**src/rtl/sr_fixed_pkg.sv**
```systemverilog
// Shared fixed-point formats for the Q3.12 -> Q7.24 dequantizer slice: widths,
// LFSR constants, skid-buffer state type and the narrow-to-wide conversion.
package sr_fixed_pkg;

    localparam int Q_NARROW_W    = 16;
    localparam int Q_NARROW_FRAC = 12;
    localparam int Q_WIDE_W      = 32;
    localparam int Q_WIDE_FRAC   = 24;
    localparam int FILL_W        = Q_WIDE_FRAC - Q_NARROW_FRAC;

    localparam logic [15:0] LFSR_SEED = 16'h9FC7;
    // x^16 + x^14 + x^13 + x^11 + 1 in right-shift Galois form
    localparam logic [15:0] LFSR_TAPS = 16'hB400;

    typedef enum logic [1:0] {
        BUF_EMPTY = 2'd0,
        BUF_ONE   = 2'd1,
        BUF_FULL  = 2'd2
    } buf_state_e;

    function automatic logic [Q_WIDE_W-1:0] widen_q(
        input logic [Q_NARROW_W-1:0] x,
        input logic [FILL_W-1:0]     fill
    );
        return {{(Q_WIDE_W - Q_NARROW_W - FILL_W){x[Q_NARROW_W-1]}}, x, fill};
    endfunction

    function automatic logic [15:0] lfsr_next(input logic [15:0] s);
        return s[0] ? ((s >> 1) ^ LFSR_TAPS) : (s >> 1);
    endfunction

endpackage

```
**src/rtl/sr_skid_buffer.sv**
```systemverilog
// Generic 2-entry valid/ready skid buffer; all outputs come straight from
// registers, so there is no combinational path from m_ready to s_ready.
module sr_skid_buffer
    import sr_fixed_pkg::*;
#(
    parameter int W = 32
) (
    input  logic         clk,
    input  logic         rst_n,
    input  logic         s_valid,
    output logic         s_ready,
    input  logic [W-1:0] s_data,
    output logic         m_valid,
    input  logic         m_ready,
    output logic [W-1:0] m_data
);

    buf_state_e   state_r;
    logic [W-1:0] main_r;
    logic [W-1:0] skid_r;
    logic         m_valid_r;
    logic         s_ready_r;
    logic         accept_s;
    logic         take_s;

    assign accept_s = s_valid & s_ready_r;
    assign take_s   = m_valid_r & m_ready;
    assign s_ready  = s_ready_r;
    assign m_valid  = m_valid_r;
    assign m_data   = main_r;

    // Buffer occupancy FSM with its registered handshake outputs
    always_ff @(posedge clk or negedge rst_n) begin
        if (!rst_n) begin
            state_r   <= BUF_EMPTY;
            main_r    <= {W{1'b0}};
            skid_r    <= {W{1'b0}};
            m_valid_r <= 1'b0;
            s_ready_r <= 1'b1;
        end else begin
            case (state_r)
                BUF_EMPTY: begin
                    if (accept_s) begin
                        main_r    <= s_data;
                        m_valid_r <= 1'b1;
                        state_r   <= BUF_ONE;
                    end
                end
                BUF_ONE: begin
                    if (accept_s && take_s) begin
                        main_r <= s_data;
                    end else if (accept_s) begin
                        skid_r    <= s_data;
                        s_ready_r <= 1'b0;
                        state_r   <= BUF_FULL;
                    end else if (take_s) begin
                        m_valid_r <= 1'b0;
                        state_r   <= BUF_EMPTY;
                    end
                end
                BUF_FULL: begin
                    if (take_s) begin
                        main_r    <= skid_r;
                        s_ready_r <= 1'b1;
                        state_r   <= BUF_ONE;
                    end
                end
                default: begin
                    m_valid_r <= 1'b0;
                    s_ready_r <= 1'b1;
                    state_r   <= BUF_EMPTY;
                end
            endcase
        end
    end

endmodule

```
**src/rtl/sr_dequant_stream.sv**
```systemverilog
// Widens Q3.12 samples to Q7.24 behind a skid buffer and keeps per-frame sums.
// Define SR_DEQUANT_DITHER_EN to fill the new fraction bits from an LFSR.
module sr_dequant_stream
    import sr_fixed_pkg::*;
#(
    parameter int FRAME_LEN = 256,
    parameter int ACC_W     = 32
) (
    input  logic                  clk,
    input  logic                  rst_n,
    input  logic                  s_valid,
    output logic                  s_ready,
    input  logic [Q_NARROW_W-1:0] s_data,
    output logic                  m_valid,
    input  logic                  m_ready,
    output logic [Q_WIDE_W-1:0]   m_data,
    input  logic                  stat_clear,
    output logic                  stat_valid,
    output logic [ACC_W-1:0]      stat_sum
);

    localparam int               CNT_W    = $clog2(FRAME_LEN);
    localparam logic [CNT_W-1:0] LAST_CNT = CNT_W'(FRAME_LEN - 1);

    logic                  accept_s;
    logic                  take_s;
    logic [FILL_W-1:0]     fill_s;
    logic [Q_WIDE_W-1:0]   wide_s;
    logic [Q_NARROW_W-1:0] sample_s;
    logic [ACC_W-1:0]      sext_s;
    logic [ACC_W-1:0]      acc_r;
    logic [CNT_W-1:0]      cnt_r;
    logic                  stat_valid_r;
    logic [ACC_W-1:0]      stat_sum_r;

    assign accept_s = s_valid & s_ready;
    assign take_s   = m_valid & m_ready;

`ifdef SR_DEQUANT_DITHER_EN
    logic [15:0] lfsr_r;

    // Dither source steps once per accepted sample
    always_ff @(posedge clk or negedge rst_n) begin
        if (!rst_n) begin
            lfsr_r <= LFSR_SEED;
        end else if (accept_s) begin
            lfsr_r <= lfsr_next(lfsr_r);
        end
    end

    assign fill_s = lfsr_r[FILL_W-1:0];
`else
    assign fill_s = {FILL_W{1'b0}};
`endif

    assign wide_s = widen_q(s_data, fill_s);

    sr_skid_buffer #(
        .W (Q_WIDE_W)
    ) u_buf (
        .clk     (clk),
        .rst_n   (rst_n),
        .s_valid (s_valid),
        .s_ready (s_ready),
        .s_data  (wide_s),
        .m_valid (m_valid),
        .m_ready (m_ready),
        .m_data  (m_data)
    );

    // The original undithered sample sits intact in the middle of the wide word
    assign sample_s = m_data[FILL_W +: Q_NARROW_W];
    assign sext_s   = {{(ACC_W - Q_NARROW_W){sample_s[Q_NARROW_W-1]}}, sample_s};

    // Frame accumulator; a clear beats a coincident frame end
    always_ff @(posedge clk or negedge rst_n) begin
        if (!rst_n) begin
            acc_r        <= {ACC_W{1'b0}};
            cnt_r        <= {CNT_W{1'b0}};
            stat_valid_r <= 1'b0;
            stat_sum_r   <= {ACC_W{1'b0}};
        end else if (stat_clear) begin
            acc_r        <= {ACC_W{1'b0}};
            cnt_r        <= {CNT_W{1'b0}};
            stat_valid_r <= 1'b0;
        end else if (take_s && (cnt_r == LAST_CNT)) begin
            stat_sum_r   <= acc_r + sext_s;
            stat_valid_r <= 1'b1;
            acc_r        <= {ACC_W{1'b0}};
            cnt_r        <= {CNT_W{1'b0}};
        end else if (take_s) begin
            acc_r        <= acc_r + sext_s;
            cnt_r        <= cnt_r + CNT_W'(1);
            stat_valid_r <= 1'b0;
        end else begin
            stat_valid_r <= 1'b0;
        end
    end

    assign stat_valid = stat_valid_r;
    assign stat_sum   = stat_sum_r;

endmodule

```
**config.mk**
```make
export PLATFORM = sky130hd
export DESIGN_NAME = sr_dequant_stream
export DESIGN_NICKNAME = d
export VERILOG_FILES = /design/src/rtl/sr_fixed_pkg.sv /design/src/rtl/sr_skid_buffer.sv /design/src/rtl/sr_dequant_stream.sv
export SDC_FILE = /design/constraint.sdc
export NUM_CORES = 1
export LEC_CHECK = 0
export CORE_MARGIN = 4
export CORE_UTILIZATION = 50
export CTS_CLUSTER_DIAMETER = 200
export DETAILED_ROUTE_END_ITERATION = 7
export HOLD_SLACK_MARGIN = 0.05
export PLACE_DENSITY = 0.72
export SYNTH_ARGS = -nofsm -noshare
export SYNTH_HDL_FRONTEND = slang
export SYNTH_SLANG_ARGS = --single-unit
```
**constraint.sdc**
```tcl
create_clock -name clk -period 3.09 [get_ports clk]
set_clock_uncertainty 0.05 [all_clocks]
set_input_delay 0.618 -clock clk [delete_from_list [all_inputs] [get_ports clk]]
set_output_delay 0.618 -clock clk [all_outputs]
set_load 0.02 [all_outputs]
```
==> results.ini <==
[floorplan]
initial_core_util = 0.510
dieArea_um2 = 14000
die_h_um = 118
die_boundary_width_um = 118
ioPinCount = 88
fp.coreArea_um2 = 12000
std_cell_rows = 40

[setup_path]
r2r_slack_ns = 0.16
timing.critical_path.slowest_cell_delay_ns = 0.46
rr_worst_depth = 12
worstSetupPathType = flip-flop to flip-flop
cpMaxStageDelayCell = o41ai_4
cp.required_ns = 3.27
timing.critical_path.from_type = flip-flop
critical_path.startpoint = u_buf.m_data[12]$_DFFE_PN0P_
critical_path.cell_chain = ha_2 > inv_1 > fa_2 > nor2b_4 > o2111ai_2 > nand3_2 > a31oi_4 > o41ai_4 > a21o_1 > a41oi_1 > xnor2_1 > mux2_2
setup.worst_path.end_class = flip-flop
r2r_end = stat_sum[26]$_DFFE_PN0P_
worst_r2r_startpoint = u_buf.m_data[12]$_DFFE_PN0P_
crit_fanout = 4
arrival_ns = 3.11

[placement]
gp_routability_congestion = 0.935
port_buffers = 75
detailed_place_hpwl_mm = 9.97

[pwr]
power_leakage_nw = 3.50
power_density_nw_per_um2 = 364
power.ir.vdd_worst_mv = 0.280

[synth]
cell_type_with_the_largest_total_area_after_synthesis = dfrtp_1
yosys_warnings = 0
syn_inst = 622
sequential_share_of_the_synthesized_area = 0.448
synth_top_cell_area_share = 0.443
post_synth_num_cell_types = 60
post_synth.cell_area_avg_um2 = 9.80
ys_ff_latch = 109
number_of_enable_type_register_cells_in_the_synthesized_netlist = 0
share_of_async_settable_or_async_resettable_flops_after_synthesis = 1.00
synth_area_leaders = dfrtp_1 (44%), ha_1 (6.6%), nand2_1 (5.8%), mux2_2 (4.4%), a21oi_1 (4.0%)
syn_area_um2 = 6090
postSynth.topFlopCell = dfrtp_1

[cells_and_area]
postLayoutCoreUtil = 0.607
area.growth.synth_to_final_pct = 19.1
mostFrequentLayoutCells = dfrtp_1 (108), nand2_1 (94), clkdlybuf4s50_1 (74)
n_fill_cell = 1030
most_common_cell_after_layout_fill_and_taps_aside = dfrtp_1
multi_input_comb_area_um2 = 3140
insertedDiodeCount = 0
drive_gt1_frac = 0.107
regArea_um2 = 2730
final_net_count = 741

[min_path]
hold_path.class = primary input to async pin

[clock_network]
clk_pin_slew_ns = 0.07
ctsHtreeMaxLevel = 3
cts-hold-fix-buffers = 0
cts_buffers = 9
cts_tree = done
clock_root_buffer = clkbuf_16
clock_latency_at_the_later_pin_of_the_worst_skew_pair_ns = 0.35
cts_max_path_buffers = 2
cts.sink_count = 109

[drt]
postRouteAntennaNets = 0
vias_per_cell = 5.61
dr.pass1.iters = 4
detail_route.wirelength_mm = 13.5
detail_route.wl_per_cell_um = 16.2
drc_errors = 0
initialDrtViolationCount = 268
num_vias = 4699

[sta]
timing.final.max_slew_violations = 0
grt_setup_unrepaired = false
fin_tns_setup_ns = 0
timing.final.crit_share = 0.948
period_minus_slack_ns = 2.93
hold_viol_final = 0
finalSetupViolCount = 0
highest_achievable_clock_rate_mhz = 341

[grt]
grt_pass1_vias = 4762
maximum_number_of_pins_on_one_net_before_global_route_repair = 74
grt.total_usage = 0.202
grt_first_pass_wirelength_mm = 23.3
antenna_found_initial = 0
grt_overflow_total = 0

[outcome]
status = complete, no violations

[flow_run]
maxCapViolCount = 0

[flip-flops by register name (all words and copies together), names as in the netlist]
| name | cells |
|---|---|
| acc_r | 32 |
| cnt_r | 8 |
| stat_sum | 32 |
| stat_valid | 1 |
| u_buf.m_data | 16 |
| u_buf.m_valid | 1 |
| u_buf.s_ready | 1 |
| u_buf.skid_r | 16 |
| u_buf.state_r | 2 |
[power by group]
part	switching, W	internal, W
Sequential	0.0000000000000000000235	0.00143
Combinational	0.0000606	0.0000303
Clock	0.000486	0.000641
Total	0.000546	0.00210
[final cells by class]
type / instances / share of cell area
Multi-Input combinational cell: 465 / 0.432
Sequential cell: 109 / 0.376
Inverter: 12 / 0.00620
Clock buffer: 12 / 0.0339
Tap cell: 147 / 0.0253
Timing Repair Buffer: 90 / 0.122
Clock inverter: 2 / 0.00483
[critical path: cells and delay by family, from the launching register on]
family,cells,cell delay (ns)
and+or+nand+nor,2,0.26
buffers and inverters,1,0.06
DFF,1,0.37
adders and majority gates,2,0.57
muxes,1,0.26
xor gates and xnor gates,1,0.16
AOI/OAI and AO/OA,5,1.06
[synthesized netlist by cell type, types with 5 or more instances]
cell / instances
a22o_1: 28
buf_4: 16
inv_1: 12
nand2_1: 94
a21o_1: 12
and3_1: 7
clkbuf_1: 19
nand4_1: 6
mux2_2: 24
a31oi_1: 5
mux2i_1: 17
buf_2: 9
a21oi_1: 49
ha_1: 32
xnor2_1: 21
nand3_1: 12
xor2_1: 10
o21ai_0: 26
dfrtp_1: 108
nor2_1: 49
[per-layer routing]
layer / vias to the layer above / track usage / share of wire
met1: 2279 / 0.267 / 0.46
met5: - / 0 / 0
li1: 2306 / - / -
met4: 0 / 0.0695 / 0.019
met3: 18 / 0.0349 / 0.040
met2: 96 / 0.338 / 0.48
[stage by stage]
| step | instances | setup WS, ns | hold slack [ns] | power, W | cell area (um^2) |
|---|---|---|---|---|---|
| floorplan | 633 | 0.139 | 0.272 | 0.00149 | 6140 |
| detailed placement | 822 | 0.161 | 0.412 | 0.00155 | 6960 |
| finish | 837 | 0.161 | 0.166 | 0.00264 | 7260 |
| global placement | 822 | 0.216 | 0.408 | 0.00154 | 6960 |
| CTS | 836 | 0.139 | 0.192 | 0.00267 | 7240 |
| global route | 837 | 0.00788 | 0.213 | 0.00274 | 7260 |
[worst max path at each step]
stage | to | cells past startpoint | slack [ns]
after floorplan | acc_r[31]$_DFFE_PN0P_ | 11 | 0.14
after global placement | acc_r[28]$_DFFE_PN0P_ | 12 | 0.22
after detailed placement | acc_r[28]$_DFFE_PN0P_ | 12 | 0.16
after CTS | acc_r[28]$_DFFE_PN0P_ | 12 | 0.14
after global routing | stat_sum[26]$_DFFE_PN0P_ | 12 | 0.008
final | stat_sum[26]$_DFFE_PN0P_ | 12 | 0.16
[cell families after synthesis]
kind of cell / count (synthesis) / synth area share
compound gates: 157 / 0.180
xor+xnor: 31 / 0.0445
fa+ha+maj: 33 / 0.0690
buf+inv: 59 / 0.0480
flops: 109 / 0.448
mux: 42 / 0.0747
other cells: 1 / 0.000615
simple gates: 190 / 0.135
[repair_timing]
| item | CTS | global route |
|---|---|---|
| resized for setup | 0 | 3 |
| setup endpoints to repair | 0 | 2 |
| setup buffers | 0 | 1 |
Power figures use the tool's default switching activity.
